[src/rtl/window_accumulator_pkg.sv]
// rtl/window_accumulator_pkg.sv - shared types for the window accumulator
package window_accumulator_pkg;

  // Occupancy of the one-entry result register
  typedef enum logic {
    OUT_EMPTY = 1'b0,
    OUT_FULL  = 1'b1
  } out_state_e;

endpackage : window_accumulator_pkg

[src/rtl/window_accumulator_sat_add.sv]
// rtl/window_accumulator_sat_add.sv - combinational unsigned saturating adder
module sat_add #(
  parameter int ACC_WIDTH  = 20,
  parameter int DATA_WIDTH = 17
) (
  input  logic [ACC_WIDTH-1:0]  a_i,
  input  logic [DATA_WIDTH-1:0] b_i,
  output logic [ACC_WIDTH-1:0]  sum_o,
  output logic                  sat_o
);

  logic [ACC_WIDTH:0] full_sum;

  // One extra bit catches the carry; on carry the result clamps to all ones
  always_comb begin
    full_sum = {1'b0, a_i} + (ACC_WIDTH + 1)'(b_i);
    sat_o    = full_sum[ACC_WIDTH];
    sum_o    = sat_o ? {ACC_WIDTH{1'b1}} : full_sum[ACC_WIDTH-1:0];
  end

endmodule : sat_add

[src/rtl/window_accumulator.sv]
// rtl/window_accumulator.sv - saturating windowed sum with one-entry valid/ready output
module window_accumulator
  import window_accumulator_pkg::*;
#(
  parameter int DATA_WIDTH = 17,
  parameter int ACC_LEN    = 8,
  parameter int ACC_WIDTH  = 20
) (
  input  logic                       clk,
  input  logic                       rst_n,
  input  logic                       en_i,
  input  logic [DATA_WIDTH-1:0]      data_i,
  input  logic                       clr_i,
  output logic [ACC_WIDTH-1:0]       data_o,
  output logic                       valid_o,
  input  logic                       ready_i,
  output logic                       ovf_o,
  output logic                       ovr_o,
  output logic [$clog2(ACC_LEN)-1:0] cnt_o
);

  localparam int CNT_WIDTH = $clog2(ACC_LEN);
  localparam int LAST      = ACC_LEN - 1;
  localparam logic [CNT_WIDTH-1:0] LAST_CNT = CNT_WIDTH'(LAST);

  logic [ACC_WIDTH-1:0] acc_q;
  logic [CNT_WIDTH-1:0] cnt_q;
  logic                 wovf_q;
  logic [ACC_WIDTH-1:0] data_q;
  logic                 ovf_q;
  logic                 ovr_q;
  out_state_e           state_q, state_d;

  logic [ACC_WIDTH-1:0] sum;
  logic                 sat;
  logic                 complete;
  logic                 final_ovf;
  logic                 load;
  logic                 drop;

  sat_add #(
    .ACC_WIDTH  (ACC_WIDTH),
    .DATA_WIDTH (DATA_WIDTH)
  ) u_sat_add (
    .a_i   (acc_q),
    .b_i   (data_i),
    .sum_o (sum),
    .sat_o (sat)
  );

  assign complete  = en_i && (cnt_q == LAST_CNT);
  assign final_ovf = wovf_q | sat;

  // Window accumulation: clear wins, completion restarts the window with no bubble
  always_ff @(posedge clk or negedge rst_n) begin
    if (!rst_n) begin
      acc_q  <= '0;
      cnt_q  <= '0;
      wovf_q <= 1'b0;
    end else if (clr_i) begin
      acc_q  <= '0;
      cnt_q  <= '0;
      wovf_q <= 1'b0;
    end else if (en_i) begin
      if (complete) begin
        acc_q  <= '0;
        cnt_q  <= '0;
        wovf_q <= 1'b0;
      end else begin
        acc_q  <= sum;
        cnt_q  <= cnt_q + CNT_WIDTH'(1);
        wovf_q <= final_ovf;
      end
    end
  end

  // Output register occupancy state
  always_ff @(posedge clk or negedge rst_n) begin
    if (!rst_n) begin
      state_q <= OUT_EMPTY;
    end else begin
      state_q <= state_d;
    end
  end

  // Next occupancy plus load/drop decisions; a consume frees the slot for a same-cycle completion
  always_comb begin
    state_d = state_q;
    load    = 1'b0;
    drop    = 1'b0;
    if (clr_i) begin
      state_d = OUT_EMPTY;
    end else begin
      case (state_q)
        OUT_EMPTY: begin
          if (complete) begin
            load    = 1'b1;
            state_d = OUT_FULL;
          end
        end
        OUT_FULL: begin
          if (complete) begin
            if (ready_i) begin
              load = 1'b1;
            end else begin
              drop = 1'b1;
            end
          end else if (ready_i) begin
            state_d = OUT_EMPTY;
          end
        end
        default: state_d = OUT_EMPTY;
      endcase
    end
  end

  // Result payload and flags; data holds its last value once consumed
  always_ff @(posedge clk or negedge rst_n) begin
    if (!rst_n) begin
      data_q <= '0;
      ovf_q  <= 1'b0;
      ovr_q  <= 1'b0;
    end else if (clr_i) begin
      ovf_q  <= 1'b0;
      ovr_q  <= 1'b0;
    end else begin
      if (load) begin
        data_q <= sum;
        ovf_q  <= final_ovf;
      end
      if (drop) begin
        ovr_q <= 1'b1;
      end
    end
  end

  assign data_o  = data_q;
  assign valid_o = (state_q == OUT_FULL);
  assign ovf_o   = ovf_q;
  assign ovr_o   = ovr_q;
  assign cnt_o   = cnt_q;

endmodule : window_accumulator

[config.mk]
export PLATFORM = sky130hd
export DESIGN_NAME = window_accumulator
export DESIGN_NICKNAME = d
export VERILOG_FILES = /design/src/rtl/window_accumulator_pkg.sv /design/src/rtl/window_accumulator_sat_add.sv /design/src/rtl/window_accumulator.sv
export SDC_FILE = /design/constraint.sdc
export NUM_CORES = 1
export LEC_CHECK = 0
export ABC_AREA = 1
export ABC_CLOCK_PERIOD_IN_PS = 2160
export CAP_MARGIN = 40
export CORE_MARGIN = 2
export CORE_UTILIZATION = 58
export CTS_CLUSTER_SIZE = 25
export DETAILED_ROUTE_END_ITERATION = 6
export DONT_BUFFER_PORTS = 1
export GPL_TIMING_DRIVEN = 0
export PLACE_DENSITY = 0.76
export SLEW_MARGIN = 20
export SYNTH_ARGS = -nofsm -noshare
export SYNTH_HDL_FRONTEND = slang
export SYNTH_SLANG_ARGS = --single-unit
[constraint.sdc]
create_clock -name clk -period 2.16 [get_ports clk]
set_clock_uncertainty 0.05 [all_clocks]
set_input_delay 0.432 -clock clk [delete_from_list [all_inputs] [get_ports clk]]
set_output_delay 0.432 -clock clk [all_outputs]
set_load 0.02 [all_outputs]
==> impl_metrics.tcl <==
set metrics [dict create \
    status "completed" \
    drt-initial-drc-count 189 \
    syn_inst 475 \
    crit_path_start_kind "register" \
    drive_above_1_share_pct 16.6 \
    grt_first_pass_wirelength_um 13700 \
    grt_usage_pct 28.5 \
    fin_area_mm2 0.00382 \
    cts_max_path_buffers 2 \
    switching_share_pct 35.0 \
    fp.dieH_um 78.1 \
    max_cap_viol_count 0 \
    required_ns 2.32 \
    portBuffers 0 \
    clkTransAtPathRegs_ns 0.10 \
    setup_tns_ns 0 \
    ys_seq_area_share_pct 36.9 \
    relSlewSlack_pct 65.3 \
    placed_cell_area_mm2 0.00327 \
    critPathMaxStageDelay_ns 0.43 \
    timing.fmax_ghz 0.472 \
    drv_slew 0 \
    leakagePower_nw 2.16 \
    p_clk_share_pct 30.5 \
    fin_nets 536 \
    antenna_cells 0 \
    path_max_fanout 5 \
    die_x_um 78.1 \
    r2r_start "acc_q[0]" \
    p_seq_share_pct 36.9 \
    netlist_area_mm2 0.00319 \
    cts_tree "done" \
    syn_nets 517 \
    grt_max_degree 48 \
    min_path_type "input port to register" \
    yosys_warnings 0 \
    timing.final.crit_share_pct 98.1 \
    internal-power_mw 1.74 \
    max_slew.worst_pin.slew_ns 0.520 \
    hold_viol_final 0 \
    routed_wirelength_um 8650 \
    placed_cells 545 \
    cts_buffers 5 \
    grt_pass1_vias 2908 \
    setup_viol 0 \
    p_per_area_mw_per_mm2 700 \
    p_sw_mw 0.936 \
    via_per_inst 5.21 \
    cp_top_family "simple AND/OR/NAND/NOR gates" \
    initial_utilization_pct 61.2 \
    crit_slowest_cell "dfrtp_1" \
    yosys_register_bits 47 \
    core_mm2 0.00520 \
    wl_per_cell_um 15.3 \
    synthToLayoutAreaGrowth_pct 19.9 \
    criticalPathCategory "register to register" \
    dieArea_mm2 0.00610 \
    cts_max_level 2 \
    power.total_mw 2.68 \
    hold_slack_ns 0.112 \
    syn_avg_cell_area_um2 6.71 \
    antenna_left 0 \
    clock_sinks 47 \
    gp_congestion 0.923 \
    drtPass1Iterations 4 \
    ir_drop_v 0.000569 \
    antenna_found_initial 0 \
    rows 26 \
    min_from "clr_i" \
    worst_ep_arrival_time_ns 2.28 \
    min_period_ns 2.12 \
    ys_types 28 \
    cts-root-buf "clkbuf_8" \
    crit_path_end_kind "register" \
    vias 2944 \
    insertion_delay_ns 0.31 \
    grt_remaining_overflow 0 \
    critPathLaunch "acc_q[0]" \
    path_buf_inv 2 \
    final_cells 565 \
    io_pins 48 \
    drc 0 \
    place.detailed.hpwl_um 6020 \
    p_comb_share_pct 32.6 \
    crit_path_cell_trace "ha_4 -> fa_2 -> nand2_2 -> nand3_4 -> nand2_2 -> nor3_4 -> nor2_4 -> buf_12 -> buf_12 -> nand3_2 -> nand2_1 -> nand2_1" \
]
-- stage by stage --
stage / worst slack [ns] / util (%)
2_1_floorplan: 0.0764 / -
3_3_place_gp: -0.321 / 62.9
3_5_place_dp: -0.350 / 62.9
4_1_cts: -0.0123 / 68.5
5_1_grt: -0.0417 / 73.4
6_report: 0.0411 / 73.4
-- power groups by stage --
stage / clock (mW) / sequential (mW) / combinational [mW]
after floorplan: 0 / 0.978 / 0.564
after global placement: 0 / 0.990 / 0.698
after detailed placement: 0 / 0.992 / 0.703
after CTS: 0.818 / 0.981 / 0.770
after global routing: 0.853 / 0.993 / 0.977
final: 0.816 / 0.987 / 0.874
-- path summary, 6_finish.rpt --
check,slack [ns],endpoint,depth (start not counted)
min,0.11,valid_o,1
max in group asynchronous,1.22,cnt_o[1],2
max,0.04,data_o[12],12
min reg2reg,0.45,acc_q[5],2
max reg2reg,0.04,data_o[12],12
min in group asynchronous,0.61,acc_q[11],2
-- registers in the layout (all words and copies together), names as in the netlist --
register and count:
valid_o 1, wovf_q 1, acc_q 20, cnt_o 3
ovr_o 1, data_o 20, ovf_o 1
-- cell usage after synthesis --
cell	instances	area, µm²
a31oi_1	1	6.26
buf_6	1	11.3
a21oi_2	2	17.5
fa_1	1	20.0
nor2_2	3	18.8
nor2_1	26	97.6
nand3_2	2	20.0
and2_1	1	6.26
buf_2	2	10.0
nor2_4	1	11.3
ha_1	19	238
nor3_4	1	16.3
a21oi_1	11	55.1
dfrtp_1	47	1180
nor3_1	5	25.0
o21ai_0	13	65.1
nand2_2	11	68.8
nand4_1	2	12.5
nand3b_1	1	7.51
or2_2	1	6.26
nand3_1	25	125
xor2_1	2	17.5
clkbuf_1	4	15.0
inv_1	59	221
a22o_1	2	17.5
xnor2_1	6	52.6
nand2_1	225	845
clkinv_1	1	3.75
-- layout make-up --
class / instances / area (µm²)
Sequential cell: 47 / 1180
Fill cell: 408 / 1380
Multi-Input combinational cell: 361 / 1990
Buffer: 7 / 47.5
Timing Repair Buffer: 12 / 146
Clock buffer: 5 / 68.8
Inverter: 60 / 229
Clock inverter: 3 / 71.3
Tap cell: 70 / 87.6
-- logic make-up (layout without fill, tap and decap cells) --
group                      count (synthesis)  in the layout  synth area share [%]
AOI/OAI and AO/OA                         29             29                  5.06
and+or+nand+nor                          304            304                  39.5
buffers and inverters                     67             87                  8.21
xor gates and xnor gates                   8              8                  2.20
DFF                                       47             47                  36.9
adders and majority gates                 20             20                  8.09
-- worst reg2reg max path: cells and delay by family, from the launching register on --
kind | cells | cell delay, ns
AND/OR/NAND/NOR | 8 | 0.73
adder cells (fa/ha/maj) | 2 | 0.54
flip-flops | 1 | 0.43
buffers and inverters | 2 | 0.27
-- metal layers --
metal	GRT usage (%)	share of wire (%)	vias to the layer above
met4	6.67	1.4	0
met1	38.8	44	1346
met3	5.98	6.7	10
met5	0	0	-
met2	46.9	48	86
li1	-	-	1502
-- repair_timing --
action                     in CTS  in global routing
cloned                          0                  1
hold endpoints to repair       47                  0
setup endpoints to repair      42                 41
hold buffers                    2                  0
buffers inserted                4                  5
pin swaps                       3                 10
gates resized for setup        19                 40
-- cells in the final DEF, fill, tap and decap left out, types with 3 or more instances in the layout --
cell type  instances
buf_2              3
nand2_2           19
ha_1               6
a21oi_1           10
o21ai_0           12
clkbuf_8           5
nor2_4             8
nand2_1          216
nor2_1            21
ha_4               9
nand3_1           20
nor3_1             5
ha_2               4
xnor2_1            6
inv_1             59
dfrtp_1           45
nand3_2            6
buf_4              7
(Power assumes the default switching activity.)
